--- src/rtl/zone_stat_accum.sv ---
// zone_stat_accum: per-zone luminance statistics (max and truncated mean)
// over a raster gray stream. Zones are collected one horizontal band at a
// time. Each completed band is copied to a shadow bank and emitted one zone
// per cycle while the live bank keeps accumulating the next band.
module zone_stat_accum #(
    parameter int H_PIX   = 512,
    parameter int V_PIX   = 256,
    parameter int ZONES_X = 8,
    parameter int ZONES_Y = 4,
    localparam int IDX_W  = (ZONES_X * ZONES_Y > 1) ? $clog2(ZONES_X * ZONES_Y) : 1
) (
    input  logic             clk,
    input  logic             reset,
    input  logic             pix_valid,
    input  logic             sof,
    input  logic [7:0]       gray,
    output logic             zone_valid,
    output logic [IDX_W-1:0] zone_idx,
    output logic [7:0]       zone_max,
    output logic [7:0]       zone_avg,
    output logic             frame_done,
    output logic             sync_err
);

    localparam int ZONE_W  = H_PIX / ZONES_X;
    localparam int ZONE_H  = V_PIX / ZONES_Y;
    localparam int ZW_LOG2 = $clog2(ZONE_W);
    localparam int ZH_LOG2 = $clog2(ZONE_H);
    localparam int SUM_W   = 8 + ZW_LOG2 + ZH_LOG2;
    localparam int XW      = (H_PIX > 1) ? $clog2(H_PIX) : 1;
    localparam int YW      = (V_PIX > 1) ? $clog2(V_PIX) : 1;
    localparam int COL_W   = (ZONES_X > 1) ? $clog2(ZONES_X) : 1;
    localparam int BAND_W  = (ZONES_Y > 1) ? $clog2(ZONES_Y) : 1;

    localparam logic [IDX_W-1:0] ZX_I     = IDX_W'(ZONES_X);
    localparam logic [IDX_W-1:0] LAST_IDX = IDX_W'(ZONES_X * ZONES_Y - 1);
    localparam logic [COL_W-1:0] LAST_COL = COL_W'(ZONES_X - 1);

    typedef enum logic [0:0] {
        WAIT_SOF = 1'b0,
        RUN      = 1'b1
    } state_t;

    // Sum of 2^(ZW_LOG2+ZH_LOG2) pixels: dropping the low bits is the mean.
    function automatic logic [7:0] trunc_avg(input logic [SUM_W-1:0] s);
        return s[SUM_W-1 -: 8];
    endfunction

    function automatic logic [7:0] umax8(input logic [7:0] a, input logic [7:0] b);
        return (a > b) ? a : b;
    endfunction

    state_t state_q, state_d;
    logic   accept;

    logic [XW-1:0]     x_q, ex;
    logic [YW-1:0]     y_q, ey;
    logic              last_x, last_y, first_px, band_end, err_set;
    logic [COL_W-1:0]  col;
    logic [BAND_W-1:0] band_now;
    logic [SUM_W-1:0]  new_sum;
    logic [7:0]        new_max;
    logic [IDX_W-1:0]  base_now, idx_next;

    // p0: live bank, one entry per zone column of the current band
    logic [SUM_W-1:0] sum_p0 [ZONES_X];
    logic [7:0]       max_p0 [ZONES_X];
    logic [SUM_W-1:0] cap_sum [ZONES_X];
    logic [7:0]       cap_max [ZONES_X];

    // p1: shadow bank of the completed band being emitted
    logic [SUM_W-1:0]  sum_p1 [ZONES_X];
    logic [7:0]        max_p1 [ZONES_X];
    logic [BAND_W-1:0] band_p1;
    logic [COL_W-1:0]  emit_cnt;
    logic              emit_busy;

    // State register
    always_ff @(posedge clk) begin
        if (!reset) state_q <= WAIT_SOF;
        else        state_q <= state_d;
    end

    // Next state and pixel acceptance: sof always (re)starts a frame
    always_comb begin
        state_d = state_q;
        accept  = 1'b0;
        if (pix_valid && sof) begin
            state_d = RUN;
            accept  = 1'b1;
        end else if (pix_valid && (state_q == RUN)) begin
            accept = 1'b1;
        end
    end

    // Effective pixel position, zone bookkeeping and band-end capture values
    always_comb begin
        ex       = sof ? '0 : x_q;
        ey       = sof ? '0 : y_q;
        last_x   = (ex == XW'(H_PIX - 1));
        last_y   = (ey == YW'(V_PIX - 1));
        col      = COL_W'(ex >> ZW_LOG2);
        first_px = ((ex & XW'(ZONE_W - 1)) == '0) && ((ey & YW'(ZONE_H - 1)) == '0);
        new_sum  = first_px ? SUM_W'(gray) : sum_p0[col] + SUM_W'(gray);
        new_max  = first_px ? gray : umax8(max_p0[col], gray);
        band_end = accept && last_x && ((ey & YW'(ZONE_H - 1)) == YW'(ZONE_H - 1));
        band_now = BAND_W'(ey >> ZH_LOG2);
        base_now = IDX_W'(band_now) * ZX_I;
        idx_next = IDX_W'(band_p1) * ZX_I + IDX_W'(emit_cnt);
        err_set  = pix_valid &&
                   ((sof && ((x_q != '0) || (y_q != '0))) ||
                    (!sof && (state_q == RUN) && (x_q == '0) && (y_q == '0)));
        for (int c = 0; c < ZONES_X; c++) begin
            cap_sum[c] = sum_p0[c];
            cap_max[c] = max_p0[c];
        end
        // The band-end pixel itself must be part of the captured band
        cap_sum[col] = new_sum;
        cap_max[col] = new_max;
    end

    // Raster counters and sticky sync error
    always_ff @(posedge clk) begin
        if (!reset) begin
            x_q      <= '0;
            y_q      <= '0;
            sync_err <= 1'b0;
        end else begin
            if (err_set) sync_err <= 1'b1;
            if (accept) begin
                if (last_x) begin
                    x_q <= '0;
                    y_q <= last_y ? '0 : ey + YW'(1);
                end else begin
                    x_q <= ex + XW'(1);
                    y_q <= ey;
                end
            end
        end
    end

    // Live bank: first pixel of a zone loads, later pixels accumulate
    always_ff @(posedge clk) begin
        if (!reset) begin
            for (int c = 0; c < ZONES_X; c++) begin
                sum_p0[c] <= '0;
                max_p0[c] <= '0;
            end
        end else if (accept) begin
            sum_p0[col] <= new_sum;
            max_p0[col] <= new_max;
        end
    end

    // p1 -> p2: shadow capture at band end and one-zone-per-cycle emission
    always_ff @(posedge clk) begin
        if (!reset) begin
            for (int c = 0; c < ZONES_X; c++) begin
                sum_p1[c] <= '0;
                max_p1[c] <= '0;
            end
            band_p1    <= '0;
            emit_cnt   <= '0;
            emit_busy  <= 1'b0;
            zone_valid <= 1'b0;
            zone_idx   <= '0;
            zone_max   <= '0;
            zone_avg   <= '0;
            frame_done <= 1'b0;
        end else begin
            zone_valid <= 1'b0;
            frame_done <= 1'b0;
            if (band_end) begin
                // Column 0 goes out straight from the capture values
                sum_p1     <= cap_sum;
                max_p1     <= cap_max;
                band_p1    <= band_now;
                emit_cnt   <= COL_W'(1);
                emit_busy  <= 1'b1;
                zone_valid <= 1'b1;
                zone_idx   <= base_now;
                zone_max   <= cap_max[0];
                zone_avg   <= trunc_avg(cap_sum[0]);
                frame_done <= (base_now == LAST_IDX);
            end else if (emit_busy) begin
                zone_valid <= 1'b1;
                zone_idx   <= idx_next;
                zone_max   <= max_p1[emit_cnt];
                zone_avg   <= trunc_avg(sum_p1[emit_cnt]);
                frame_done <= (idx_next == LAST_IDX);
                emit_cnt   <= emit_cnt + COL_W'(1);
                if (emit_cnt == LAST_COL) emit_busy <= 1'b0;
            end
        end
    end

endmodule

--- config.mk ---
export PLATFORM = sky130hd
export DESIGN_NAME = zone_stat_accum
export DESIGN_NICKNAME = d
export VERILOG_FILES = /design/src/rtl/zone_stat_accum.sv
export SDC_FILE = /design/constraint.sdc
export NUM_CORES = 1
export LEC_CHECK = 0
export BUFFER_PORTS_ARGS = -buffer_cell sky130_fd_sc_hd__buf_2
export CORE_ASPECT_RATIO = 0.6
export CORE_UTILIZATION = 30
export DETAILED_ROUTE_END_ITERATION = 16
export PLACE_DENSITY = 0.51
export REMOVE_ABC_BUFFERS = 1
export SYNTH_ARGS = -nofsm -noshare
export SYNTH_HDL_FRONTEND = slang
export SYNTH_SLANG_ARGS = --single-unit
--- constraint.sdc ---
create_clock -name clk -period 5.3 [get_ports clk]
set_clock_uncertainty 0.2 [all_clocks]
set_input_delay 0.265 -clock clk [delete_from_list [all_inputs] [get_ports clk]]
set_output_delay 0.265 -clock clk [all_outputs]
set_load 0.05 [all_outputs]
==> out/results.ini <==
[global_routing]
global_route_wire_length_before_repair_microns = 117100
grt_start_max_net_pins = 148
overflow = 0
grt_antenna_before_repair = 0
grt_pass1_vias = 16420
grt_usage_pct = 23.25

[sta]
fmaxAchievable_mhz = 199.7
slew_headroom_pct = 21.78
setup_viol_count_final = 0
timing_max_transition_violations_final = 0
timing.final.crit_period_ps = 5006
holdWs_ps = 37.52
worst_slew_pin_slew_ps = 1173
report.final.hold_viol_count = 0
timing.final.crit_share_pct = 94.46
rsz0062_at_grt = no

[run]
timing.max_cap.violations = 0

[cts]
post_cts.repair.setup_buffers = 0
clock_tree_from_tritoncts = yes
cts.sink_count = 400
clk_path_buf_depth = 3
ctsRootBufferMaster = sky130_fd_sc_hd__clkbuf_16
worst_skew_pair.late_latency_ps = 560
cts_made_buffers = 40
cts.reportedPaths.clkPinSlew_ps = 70
htree_levels = 2

[drt]
routed_via_density = 5.977
ant_nets = 0
via_count = 17860
drt-total-wl_microns = 80920
detail_route.iter0.violations = 2468
drc_errors = 0
first_pass_iters = 5
routedWlPerCell_microns = 27.08

[critical_path]
cpPeakStageDelay_ps = 680
r2r_end = zone_avg[2]$_SDFFE_PN0P_
worstPathCellList = nor3b_2, nand3_1, o221ai_1, nor2_1, ha_1, fa_1, a21o_1, and4_1, o211ai_1, a21oi_1, a31oi_1, buf_4, o21ai_0, a221oi_1
r2r_start = x_q[8]$_SDFFE_PN0P_
timing.reg2reg.worst_path_depth = 14
critical_path.n_buffers_inverters = 1
worst-r2r-setup-slack_ps = 290
worst-path-max-fanout = 14
setup.worst_path.end_class = flip-flop
critPathSlowestCell = sky130_fd_sc_hd__nor3b_2
critical_setup_path_class = reg2reg
start_kind = flip-flop
crit_required_ps = 5560
worst_path_dominant_cell_family = compound AO/OA/AOI/OAI gates
arrival_ps = 5270

[min_path]
min_delay_worst_endpoint = max_p1[56]$_SDFFE_PN0P_
hold_path_startpoint = reset
hold_path_class = in2reg
hold_path_depth = 3

[final_layout]
drive_gt1_share_pct = 13.36
final_nets = 2095
area_growth_syn_to_layout_pct = 13.43
antenna_cells_inserted = 0
stdcell_count = 2988
fin_util_pct = 34.56
top_library_cells_by_usage_in_the_layout_fill_and_taps_aside = sky130_fd_sc_hd__nor2_1 (279), sky130_fd_sc_hd__edfxtp_1 (224), sky130_fd_sc_hd__dfxtp_1 (171)
leading_cell_type_in_the_layout_fill_and_taps_excluded = sky130_fd_sc_hd__nor2_1

[synthesis]
postSynthCellCount = 2072
synthesis.area_sq_um = 20260
async_reset_ff_share_pct = 0
synth-seq-area-share_pct = 50.59
synth_edf_count = 224
mean_cell_area_of_the_mapped_netlist_sq_um = 9.778
postSynthRegisterBits = 400
ys_warn_count = 0
postSynth.topFlopCell = sky130_fd_sc_hd__edfxtp_1
post_synth_num_cell_types = 69

[power]
comb_power_share_pct = 6.4
swShare_pct = 24.99
power.density_cell_area_nw_per_um2 = 294.5
power.leakage_nw = 7.536
internal_power_mw = 5.076
worst_ir_drop_vdd_mv = 0.1866
share_clk_of_total_power_pct = 43.1
sequentialPowerShare_pct = 50.5
switchingPower_mw = 1.691

[place]
place.detailed.hpwl_microns = 53660
numPlacedInstances = 2915
place_congestion = 0.9397
port-buffer-count = 35

[floorplan]
initial_utilization_pct = 30.47
die-area_sq_um = 68610
chipWidth_microns = 337.5
chipHeight_microns = 203.3
top_level_ports = 36
core.rowCount = 73
design.core.area_sq_um = 66490

[status]
status = finished, final reports clean

tightest hold or removal path, delay by kind of cell:
| family | cells | cell delay, ps |
|---|---|---|
| buffers and inverters | 1 | 270 |
| AO/OA/AOI/OAI | 2 | 200 |
power groups by stage:
stage | clock [mW] | sequential, mW | combinational (mW)
after detailed placement | 0 | 3.48 | 0.418
after global placement | 0 | 3.48 | 0.416
final | 2.92 | 3.42 | 0.434
after CTS | 2.94 | 3.41 | 0.420
after global routing | 3.06 | 3.42 | 0.460
after floorplan | 0 | 3.46 | 0.215
registers in the layout, summed over array words and instances (netlist names):
register    flops
band_p1         2
emit_busy       1
emit_cnt        3
frame_done      1
max_p0         64
max_p1         64
state_q         1
sum_p0        160
sum_p1         64
sync_err        1
x_q             9
y_q             8
zone_avg        8
zone_idx        5
zone_max        8
zone_valid      1
kinds of logic after synthesis:
kind of cell / count (synthesis) / synth area share [%]
xor+xnor: 17 / 0.7720
fa+ha+maj: 25 / 1.581
compound gates: 628 / 19.14
buf+inv: 216 / 4.218
mux: 135 / 8.906
flops: 400 / 50.59
simple gates: 651 / 14.79
synth_stat cells (all sizes together), types with 18 or more instances:
cell type	count	share of area, %
nor2	284	5.3
edfxtp	224	33
o21ai	177	4.4
dfxtp	176	17
a21oi	170	4.2
clkbuf	169	3.1
nand2	113	2.1
mux2i	88	4.3
nand3	77	1.9
o211ai	75	2.8
nor3	71	1.8
a211oi	65	2.4
mux4	35	3.9
a22oi	27	1.0
buf	26	0.70
ha	24	1.5
o22ai	22	0.68
inv	21	0.39
a31oi	18	0.56
repair_timing:
action                                  4_1_cts  5_1_grt
hold buffers                                  1        0
gates resized for setup                       0        1
endpoints found under the setup margin        0       45
endpoints found under the hold margin         2        0
worst max-delay path by stage:
stage | to | depth (start not counted) | start | slack (ps)
CTS | sum_p0[6][14]$_SDFFCE_PN0P_ | 13 | x_q[6]$_SDFFE_PN0P_ | 250
floorplan | max_p0[0][1]$_SDFFCE_PN0P_ | 12 | x_q[6]$_SDFFE_PN0P_ | -3130
detailed placement | sum_p0[6][14]$_SDFFCE_PN0P_ | 13 | x_q[6]$_SDFFE_PN0P_ | 250
finish | zone_avg[2]$_SDFFE_PN0P_ | 14 | x_q[8]$_SDFFE_PN0P_ | 290
global placement | sum_p0[2][14]$_SDFFCE_PN0P_ | 13 | x_q[8]$_SDFFE_PN0P_ | 230
global route | zone_avg[2]$_SDFFE_PN0P_ | 14 | x_q[8]$_SDFFE_PN0P_ | 30
layer usage:
| metal | up-vias | GRT usage [%] | wire length [microns] |
|---|---|---|---|
| met1 | 8962 | 38.63 | 39720 |
| met3 | 102 | 6.171 | 10280 |
| met4 | 0 | 3.959 | 1359 |
| met5 | - | 0 | 0 |
| met2 | 1086 | 28.92 | 29560 |
| li1 | 7709 | - | - |
area by class of cell:
cell class	instances	area, sq um
Fill cell	6846	43510
Multi-Input combinational cell	1456	9205
Sequential cell	400	10260
Tap cell	900	1126
Timing Repair Buffer	139	1049
Clock inverter	16	160.2
Inverter	21	78.83
Clock buffer	56	1102
per-stage QoR:
stage	instance area [sq um]	setup WS [ps]	setup TNS (ps)	power, mW
6_report	22980	293.7	0	6.767
5_1_grt	22980	27.89	0	6.945
4_1_cts	22970	245.0	0	6.769
3_5_place_dp	21700	253.6	0	3.898
3_3_place_gp	21700	227.4	0	3.896
2_1_floorplan	19480	-3132	-707150	3.674
No activity file was read; power rests on OpenSTA's default activity.
